==> config.mk <==
export PLATFORM = sky130hd
export DESIGN_NAME = timer_countdown_ctrl
export DESIGN_NICKNAME = d
export VERILOG_FILES = /design/src/rtl/timer_pkg.sv /design/src/rtl/tick_prescaler.sv /design/src/rtl/timer_countdown_ctrl.sv
export SDC_FILE = /design/constraint.sdc
export NUM_CORES = 1
export LEC_CHECK = 0
export ABC_AREA = 1
export CAP_MARGIN = 0
export CORE_MARGIN = 2
export CORE_UTILIZATION = 60
export CTS_CLUSTER_DIAMETER = 150
export CTS_CLUSTER_SIZE = 40
export DETAILED_ROUTE_END_ITERATION = 8
export GPL_TIMING_DRIVEN = 0
export PLACE_DENSITY = 0.8
export SYNTH_ARGS = -nofsm -noshare
export SYNTH_HDL_FRONTEND = slang
export SYNTH_SLANG_ARGS = --single-unit
==> constraint.sdc <==
create_clock -name clk -period 5.1 [get_ports clk]
set_clock_uncertainty 0.05 [all_clocks]
set_input_delay 0.765 -clock clk [delete_from_list [all_inputs] [get_ports clk]]
set_output_delay 0.765 -clock clk [all_outputs]
set_load 0.1 [all_outputs]
==> src/rtl/timer_pkg.sv <==
// Shared definitions for the kitchen-timer countdown block: state encodings,
// default timing constants, counter width and the standard mode durations.
package timer_pkg;

  typedef enum logic [2:0] {
    IDLE   = 3'd0,
    LOADED = 3'd1,
    RUN    = 3'd2,
    PAUSE  = 3'd3,
    ALARM  = 3'd4
  } state_t;

  localparam int DEF_CLK_PER_SEC = 50000000;
  localparam int DEF_ALARM_SEC   = 10;
  localparam int DEF_BEEP_HALF   = 12500000;
  localparam int DEF_CNT_W       = 8;

  localparam int MODE_SEC_60  = 60;
  localparam int MODE_SEC_120 = 120;
  localparam int MODE_SEC_180 = 180;

  // Width needed to count 0..n-1, never narrower than one bit.
  function automatic int cnt_width(input int n);
    return (n > 1) ? $clog2(n) : 1;
  endfunction

endpackage

==> src/rtl/tick_prescaler.sv <==
// Divides the system clock down to a once-per-second terminal indication.
// The count freezes while en is low so a paused countdown keeps its partial
// second; clr restarts the second from zero.
module tick_prescaler
  import timer_pkg::*;
#(
  parameter int CLK_PER_SEC = DEF_CLK_PER_SEC
) (
  input  logic clk,
  input  logic reset,
  input  logic en,
  input  logic clr,
  output logic tick
);

  localparam int PW = cnt_width(CLK_PER_SEC);
  localparam logic [PW-1:0] TERM = PW'(CLK_PER_SEC - 1);

  logic [PW-1:0] cnt;

  // Terminal flag: the owner registers it, so it lands one edge later.
  assign tick = en && (cnt == TERM);

  // Free-running 0..CLK_PER_SEC-1 counter, held when disabled.
  always_ff @(posedge clk) begin
    if (reset || clr) begin
      cnt <= '0;
    end else if (en) begin
      cnt <= (cnt == TERM) ? '0 : cnt + 1'b1;
    end
  end

endmodule

==> src/rtl/timer_countdown_ctrl.sv <==
// Countdown sequencer for the kitchen timer: loads a duration, counts whole
// seconds with pause/resume, flags zero, then drives a pulsed buzzer until
// the alarm times out or is acknowledged. All outputs are registers.
module timer_countdown_ctrl
  import timer_pkg::*;
#(
  parameter int CLK_PER_SEC = DEF_CLK_PER_SEC,
  parameter int CNT_W       = DEF_CNT_W,
  parameter int ALARM_SEC   = DEF_ALARM_SEC,
  parameter int BEEP_HALF   = DEF_BEEP_HALF
) (
  input  logic             clk,
  input  logic             reset,
  input  logic             load,
  input  logic [CNT_W-1:0] load_value,
  input  logic             start,
  input  logic             pause,
  input  logic             stop,
  input  logic             alarm_ack,
  output logic [2:0]       state,
  output logic [CNT_W-1:0] sec_remaining,
  output logic             sec_tick,
  output logic             flag_sec_equal_zero,
  output logic             buzzer,
  output logic             end_alarm
);

  localparam int AW = cnt_width(ALARM_SEC + 1);
  localparam int BW = cnt_width(BEEP_HALF);
  localparam logic [AW-1:0] ALARM_LAST = AW'(ALARM_SEC - 1);
  localparam logic [BW-1:0] BEEP_LAST  = BW'(BEEP_HALF - 1);

  // Kept as a raw 3-bit vector so illegal codes 5..7 are representable and
  // can be steered back to IDLE.
  logic [2:0]    state_q;
  logic [2:0]    state_d;
  logic          do_load;
  logic          do_go;
  logic          do_dec;
  logic          to_alarm;
  logic          fin;
  logic          abort;
  logic          pre_en;
  logic          pre_clr;
  logic          pre_tick;
  logic [BW-1:0] beep_cnt;
  logic [AW-1:0] alarm_cnt;

  assign state   = state_q;
  assign pre_en  = (state_q == RUN) || (state_q == ALARM);
  assign pre_clr = abort || do_go;

  tick_prescaler #(
    .CLK_PER_SEC(CLK_PER_SEC)
  ) u_prescaler (
    .clk  (clk),
    .reset(reset),
    .en   (pre_en),
    .clr  (pre_clr),
    .tick (pre_tick)
  );

  // State register.
  always_ff @(posedge clk) begin
    if (reset) begin
      state_q <= IDLE;
    end else begin
      state_q <= state_d;
    end
  end

  // Next-state and datapath strobes; stop outranks everything, an ignored
  // load does not mask the lower-priority inputs.
  always_comb begin
    state_d  = state_q;
    do_load  = 1'b0;
    do_go    = 1'b0;
    do_dec   = 1'b0;
    to_alarm = 1'b0;
    fin      = 1'b0;
    abort    = 1'b0;
    if (stop) begin
      abort   = 1'b1;
      state_d = IDLE;
    end else begin
      case (state_q)
        IDLE: begin
          if (load && (load_value != '0)) begin
            do_load = 1'b1;
            state_d = LOADED;
          end
        end
        LOADED: begin
          if (load && (load_value != '0)) begin
            do_load = 1'b1;
          end else if (start) begin
            do_go   = 1'b1;
            state_d = RUN;
          end
        end
        RUN: begin
          if (pre_tick && (sec_remaining != '0)) begin
            do_dec = 1'b1;
            if (sec_remaining == CNT_W'(1)) begin
              to_alarm = 1'b1;
              state_d  = ALARM;
            end
          end
          if (!to_alarm && pause) begin
            state_d = PAUSE;
          end
        end
        PAUSE: begin
          if (start) begin
            state_d = RUN;
          end
        end
        ALARM: begin
          if (alarm_ack || (pre_tick && (alarm_cnt == ALARM_LAST))) begin
            fin     = 1'b1;
            state_d = IDLE;
          end
        end
        default: state_d = IDLE;
      endcase
    end
  end

  // Seconds counter, pulse outputs, buzzer cadence and alarm duration.
  always_ff @(posedge clk) begin
    if (reset || abort) begin
      sec_remaining       <= '0;
      sec_tick            <= 1'b0;
      flag_sec_equal_zero <= 1'b0;
      buzzer              <= 1'b0;
      end_alarm           <= 1'b0;
      beep_cnt            <= '0;
      alarm_cnt           <= '0;
    end else begin
      sec_tick            <= pre_tick;
      flag_sec_equal_zero <= to_alarm;
      end_alarm           <= fin;
      if (do_load) begin
        sec_remaining <= load_value;
      end else if (do_dec) begin
        sec_remaining <= sec_remaining - 1'b1;
      end
      if (to_alarm) begin
        buzzer    <= 1'b1;
        beep_cnt  <= '0;
        alarm_cnt <= '0;
      end else if (fin) begin
        buzzer <= 1'b0;
      end else if (state_q == ALARM) begin
        if (beep_cnt == BEEP_LAST) begin
          beep_cnt <= '0;
          buzzer   <= ~buzzer;
        end else begin
          beep_cnt <= beep_cnt + 1'b1;
        end
        if (pre_tick) begin
          alarm_cnt <= alarm_cnt + 1'b1;
        end
      end
    end
  end

endmodule

After elaboration in Yosys (flattened, before gate mapping). Cells that the tools add are included.

Output and inout bits: 15. Bits of input ports: 15. Register bits after elaboration: 69.

Add/subtract/negate cells: 4. Reductions and logical operators: 24. Muxes and demuxes: 36. Equal/unequal tests: 13. Bitwise gates (word level): 2.

Operator list (number): adder 26 x 1 -> 26 bit (second input constant) (1); == test 26 bit (second input constant) (1); 2-to-1 mux 26 bit (1); adder 24 x 1 -> 24 bit (second input constant) (1); == test 24 bit (second input constant) (1); 2-to-1 mux 1 bit (24); 2-to-1 mux 24 bit (1); 2-to-1 mux 3 bit (7); 2-to-1 mux 8 bit (2); nonzero test 8 bit (2); case mux 3 bit (5 select lines) (1); == test 8 x 1 -> 1 bit (second input constant) (1); subtractor 8 x 1 -> 8 bit (second input constant) (1); == test 3 x 2 -> 1 bit (second input constant) (2); != test 3 x 1 -> 1 bit (second input constant) (2); nonzero test 3 bit (2); OR reduction 2 bit (3); logical AND 1 bit (5); logical OR 1 bit (5); AND reduction 5 bit (1); adder 4 x 1 -> 4 bit (second input constant) (1); == test 4 bit (second input constant) (1); != test 2 bit (second input constant) (2); AND reduction 2 bit (2); 8 further kinds (9).

Longest topological paths before layout. Gate-level depths: netlist of the first run.

Word-level depth: 11. Mapped depth: 13. Depth with buffers taken out: 13.

Modules after synthesis. From an unflattened synthesis of the first run, not the netlist that was laid out.

Cells, all modules: 643. Area, all modules: 4150.2 sq um.

By module, submodules not included: timer_countdown_ctrl (area each 2549.9 sq um, times used 1, cells an instance 405, sequential area each 860.8 sq um); tick_prescaler (area each 1600.3 sq um, times used 1, cells an instance 238, sequential area each 520.5 sq um).

Worst setup path before layout of the first run. OpenSTA, ideal clock, no wires.

Path kind: reg2reg. From: register sec_remaining[0]. To: register beep_cnt[22]. Library setup time: 117 ps. Stages on the path, launching flop included: 12. Data arrival time: 2273 ps. Clock period less this slack: 2439 ps. Required time: 4933 ps. Setup slack: 2661 ps. Cell sequence: dfxtp_1 inv_1 ha_1 nand2_2 nor2_2 inv_1 nand4_1 nor2_2 nor2_4 clkinv_4 buf_8 a21oi_1.

Word-level cells in the longest chain between the ends: 8. Elaborated cells between the ends (all ways): 10. Classes of those cells: eq/ne: 1; mux: 6; reduce/logical: 3.

Ends and longest elaborated chain: from (decl) (line timer_countdown_ctrl.sv:21) `output logic [CNT_W-1:0] sec_remaining,`; from (signal assigned) (line timer_countdown_ctrl.sv:144) `sec_remaining <= load_value;`; from (signal assigned) (line timer_countdown_ctrl.sv:146) `sec_remaining <= sec_remaining - 1'b1;`; == test 8 x 1 -> 1 bit / nonzero test 8 bit (equally long branches) (line timer_countdown_ctrl.sv:104, timer_countdown_ctrl.sv:102); 2-to-1 mux 1 bit / logical AND 1 bit (equally long branches) (line timer_countdown_ctrl.sv:104, timer_countdown_ctrl.sv:102); 2-to-1 mux 1 bit (*) (line timer_countdown_ctrl.sv:102) `if (pre_tick && (sec_remaining != '0)) begin`; 2-to-1 mux 1 bit (*) (line timer_countdown_ctrl.sv:86) `case (state_q)`; 2-to-1 mux 1 bit (*) (line timer_countdown_ctrl.sv:82) `if (stop) begin`; 2-to-1 mux 1 bit (*) (line timer_countdown_ctrl.sv:86); 2-to-1 mux 1 bit (*) (line timer_countdown_ctrl.sv:82); OR reduction 2 bit (no line) (*); to (signal assigned) (line timer_countdown_ctrl.sv:159) `beep_cnt <= beep_cnt + 1'b1;`; to (decl) (line timer_countdown_ctrl.sv:46) `logic [BW-1:0] beep_cnt;`.

Every way passes the cells marked *; elsewhere a longest branch is shown, timed or not. The select of a mux whose other input is x is not followed. A chain may end at the register's enable or synchronous reset.

Final worst setup path of the first run.
From: register sec_remaining[3]. To: output sec_remaining[3].

No word-level cell between the ends.

==> summary by stage, run 1 <==
Status
The run finished with clean final reports.

Power
The share of total power dissipated in combinational logic is 0.158. Internal power comes to 872 uW. The share of total power dissipated in sequential elements is 0.447. The peak supply drop is 0.000187 V. Summed over all nets, the switching power comes to 362 uW. The relative contribution of the clock network to total power is 0.395. The cell leakage power is 1.96 nW. Of the total power, the share spent switching nets is 0.294. In this run the power density over the cells is 237 mW/mm^2.

GRT
The number of antenna violations at the first check in global routing is 0. Across every metal layer, demand over resource in global routing totals 0.285. Global routing finished with a remaining overflow of 0. The largest net degree at the start of global routing is 12.

The first global-routing pass estimated 19700 microns of wire. The via count of the first global-routing pass is 4444.

Synthesis
The fraction of registers with async set or reset after synthesis is 0. The synthesized design spends more area on one cell type than any other, namely sky130_fd_sc_hd__dfxtp_1. The sequential fraction of the synthesis area is 0.302. When the netlist entered floorplanning its net count stood at 707. The cell area after synthesis is 0.00457 sq mm. The cell count after synthesis came out at 686. In the synthesized netlist the dominant register cell turns out to be sky130_fd_sc_hd__dfxtp_1. For this run, the number of Yosys warnings is 0.

The average instance area after synthesis is 6.66 sq um. Yosys mapped a number of flops with a built-in enable equal to 0. After synthesis, the cell types taking the most area are sky130_fd_sc_hd__dfxtp_1 30%, sky130_fd_sc_hd__nand2_1 13%, sky130_fd_sc_hd__nor2_1 7.4%. The share of the synthesized area in the top cell type is 0.302. After synthesis the netlist holds a flip-flop and latch count of 69. The number of distinct library cells after synthesis is 43.

Critical path
The total buffers and inverters traversed by the critical path is 1. The critical path goes through clkdlybuf4s50_1. The required time of the worst setup path is 4.28 ns. For the worst setup path, the data arrival time is 1.99 ns. The classification of the worst setup path is flop to output port. The type of element capturing the critical path is an output port. The largest fanout of any net on the critical path is 5. The cell with the biggest individual delay on the critical path is sky130_fd_sc_hd__clkdlybuf4s50_1. The largest stage delay on the critical path is 1.18 ns. Broken down by cell family, the worst path's largest delay share belongs to buffers and inverters.

In this run the register-to-register setup slack is 2.85 ns. STA classifies the critical path startpoint as a flop.

Route
The routed layout has 4583 vias. The pre-antenna-repair detailed-routing pass consisted of 5 iterations. The count of nets left with antenna violations once routing finished came out at 0. In the final routed layout, each cell accounts on average for 13.7 microns. The sum of routed wire length over all layers is 11400 microns.

The post-detailed-route DRC marker count is 0. The vias per cell is 5.52. For this block, the initial DRC count from the detailed router was 324.

Die
In this run the horizontal extent of the chip is 91.3 microns. The top-level port count is 30. The die height is 91.3 microns.

The starting density of the core is 0.623. The die covers 0.00833 sq mm. The standard cell core area is 0.00733 sq mm. The number of rows in the core area is 31.

Timing
The worst-case hold slack is 0.422 ns. Setup repair after global routing left no endpoint under its margin. Measured against its own limit, the worst slew margin works out to 0.337. The final critical path time including I/O delays and setup is 2.81 ns.

Setup violations remaining at the end of the flow were counted as 0. Timing would allow up to 356 MHz. In the final timing run, aggregate negative setup slack is 0 ns.

The final count of pins violating max slew is 0. The final hold violation count came to 0. The share of the clock period used by the worst path after layout is 0.551. For the pin with the worst max-slew slack, the measured transition is 0.992 ns.

Cells and area
The repair_antennas step left the layout with diodes totalling 0. From synthesis to final layout, the design area changed by 13.7%. Leaving out filler cells and counting taps, the final layout contains 830. The net count of the finished layout is 747. Of the cells placed in the final design, the portion with a size suffix greater than 1 is 0.130.

CTS
The clock sink total is 69. The maximum level of the CTS H-tree is 3. In this run the post-CTS setup repair buffer count came out at 0. Counting along the longest clock path gives a buffer depth of 2.

The cell at the root of the clock tree is sky130_fd_sc_hd__clkbuf_8. The CTS tree is built. For this design, the CTS-stage hold fixing added 0 buffers. Clock-pin slew was measured on the worst setup and hold paths at 0.07 ns.

The CTS buffer count is 9. Gates resized during post-CTS repair numbered 0. Clock latency on the worst-skew pair, taken at its later pin, is 0.36 ns.

Place
Routability-driven placement finished with a final weighted congestion of 0.932. The count of buffers added on input and output ports is 29. After legalization and detailed placement, the total HPWL measured 8620 microns. The total placed cells including tap cells is 814.

Hold path
The kind of path behind the tightest hold check is flop to flop.

Job
The number of max-cap violations is 0.
## tightest hold or removal path, cell delays in order, from the launching register on
cell and delay, ns:
sky130_fd_sc_hd__dfxtp_1 0.32, sky130_fd_sc_hd__nand2_1 0.06, sky130_fd_sc_hd__a21oi_1 0.05
## Yosys cell counts, types with 4 or more instances
| library cell | count |
|---|---|
| sky130_fd_sc_hd__nor2_4 | 4 |
| sky130_fd_sc_hd__o21a_1 | 4 |
| sky130_fd_sc_hd__a21oi_1 | 33 |
| sky130_fd_sc_hd__nor2_1 | 90 |
| sky130_fd_sc_hd__nor2_2 | 10 |
| sky130_fd_sc_hd__nand2_1 | 155 |
| sky130_fd_sc_hd__ha_1 | 6 |
| sky130_fd_sc_hd__nand4_1 | 27 |
| sky130_fd_sc_hd__a21oi_2 | 16 |
| sky130_fd_sc_hd__inv_2 | 4 |
| sky130_fd_sc_hd__nand3_2 | 4 |
| sky130_fd_sc_hd__xnor2_1 | 5 |
| sky130_fd_sc_hd__nand3b_1 | 4 |
| sky130_fd_sc_hd__nand2_2 | 13 |
| sky130_fd_sc_hd__xor2_1 | 20 |
| sky130_fd_sc_hd__o21ai_0 | 19 |
| sky130_fd_sc_hd__inv_1 | 80 |
| sky130_fd_sc_hd__nor3_1 | 21 |
| sky130_fd_sc_hd__nand3_1 | 58 |
| sky130_fd_sc_hd__dfxtp_1 | 69 |
| sky130_fd_sc_hd__or2_2 | 4 |
## metal layers
metal | wire (microns) | up-vias | GRT usage
met3 | 687 | 22 | 0.0581
met4 | 184 | 0 | 0.0947
met5 | 0 | - | 0
met1 | 5060 | 2117 | 0.364
li1 | - | 2296 | -
met2 | 5470 | 148 | 0.479
## flip-flops by register name, summed over array words and instances, names as in the netlist
name	flops
alarm_cnt	4
beep_cnt	24
buzzer	1
end_alarm	1
flag_sec_equal_zero	1
sec_remaining	8
sec_tick	1
state	3
u_prescaler.cnt	26
## area by class of cell
type / instances / area [sq um]
well taps: 99 / 124
clock inverters: 3 / 42.5
clock buffers: 13 / 169
fillers: 620 / 2130
plain buffers: 14 / 125
multi-input cells: 515 / 2730
repair buffers: 29 / 290
inverters: 88 / 338
flip-flops and latches: 69 / 1380
## power groups by stage
stage | clock, mW | combinational (mW) | sequential (mW)
after floorplan | 0 | 0.109 | 0.599
after global placement | 0 | 0.190 | 0.564
after detailed placement | 0 | 0.194 | 0.564
after CTS | 0.486 | 0.195 | 0.551
after global routing | 0.505 | 0.213 | 0.552
final | 0.487 | 0.196 | 0.552
## path summary, 6_finish.rpt
| path | start | to | depth (start not counted) |
|---|---|---|---|
| worst min register to register | alarm_cnt[3] | alarm_cnt[3] | 2 |
| worst max register to register | beep_cnt[0] | buzzer | 10 |
| worst min-delay path | alarm_cnt[3] | alarm_cnt[3] | 2 |
| worst max-delay path | sec_remaining[3] | sec_remaining[3] | 1 |
## cells in the final DEF, fill, tap and decap left out, types with 5 or more instances in the layout
master,count
sky130_fd_sc_hd__xor2_1,20
sky130_fd_sc_hd__clkdlybuf4s50_1,29
sky130_fd_sc_hd__a21oi_1,33
sky130_fd_sc_hd__clkbuf_8,12
sky130_fd_sc_hd__xnor2_1,5
sky130_fd_sc_hd__ha_1,6
sky130_fd_sc_hd__nand2_2,13
sky130_fd_sc_hd__nor3_1,21
sky130_fd_sc_hd__nor2_2,10
sky130_fd_sc_hd__nand3_1,58
sky130_fd_sc_hd__nor2_1,90
sky130_fd_sc_hd__o21ai_0,19
sky130_fd_sc_hd__inv_1,80
sky130_fd_sc_hd__dfxtp_1,69
sky130_fd_sc_hd__nand4_1,27
sky130_fd_sc_hd__nand2_1,155
sky130_fd_sc_hd__a21oi_2,16
## kinds of logic (layout without fill, tap and decap cells)
| logic type | after synthesis | after routing | share of synthesized area |
|---|---|---|---|
| xor+xnor | 25 | 25 | 0.0479 |
| compound gates | 76 | 76 | 0.0991 |
| buf+inv | 102 | 147 | 0.101 |
| fa+ha+maj | 6 | 6 | 0.0164 |
| simple gates | 408 | 408 | 0.433 |
| flops | 69 | 69 | 0.302 |
## through the flow
| stage | area (sq um) | power [mW] | worst slack, ns | util |
|---|---|---|---|---|
| final | 5200 | 1.23 | 2.29 | 0.709 |
| after global placement | 4980 | 0.754 | 2.32 | 0.680 |
| after floorplan | 4570 | 0.708 | 2.66 | - |
| after CTS | 5200 | 1.23 | 2.29 | 0.709 |
| after global routing | 5200 | 1.27 | 2.25 | 0.709 |
| after detailed placement | 4980 | 0.758 | 2.28 | 0.680 |
No activity file was read; power rests on OpenSTA's default activity.
==> run 2, diff against run 1 <==
Clock period 5.1 ns to 2.6 ns, I/O delays scaled along.
==> results of run 2 <==
The final DEF is identical to that of run 1. Status: completed.
Main changes from that run: setup slack after placement 2.28 ns -> 0.153 ns; setup slack after layout 2.29 ns -> 0.167 ns; register-to-register setup slack 2.85 ns -> 0.35 ns; total power 1.23 mW -> 2.42 mW; worst IR drop on VDD 0.000187 V -> 0.000366 V
==> run 3, diff against run 2 <==
Settings changed: TNS_END_PERCENT set to 10.
==> results of run 3 <==
The final DEF is identical to that of run 1. Status: completed.
Main changes from that run: setup slack after placement 2.28 ns -> 0.153 ns; setup slack after layout 2.29 ns -> 0.167 ns; register-to-register setup slack 2.85 ns -> 0.35 ns; total power 1.23 mW -> 2.42 mW; worst IR drop on VDD 0.000187 V -> 0.000366 V
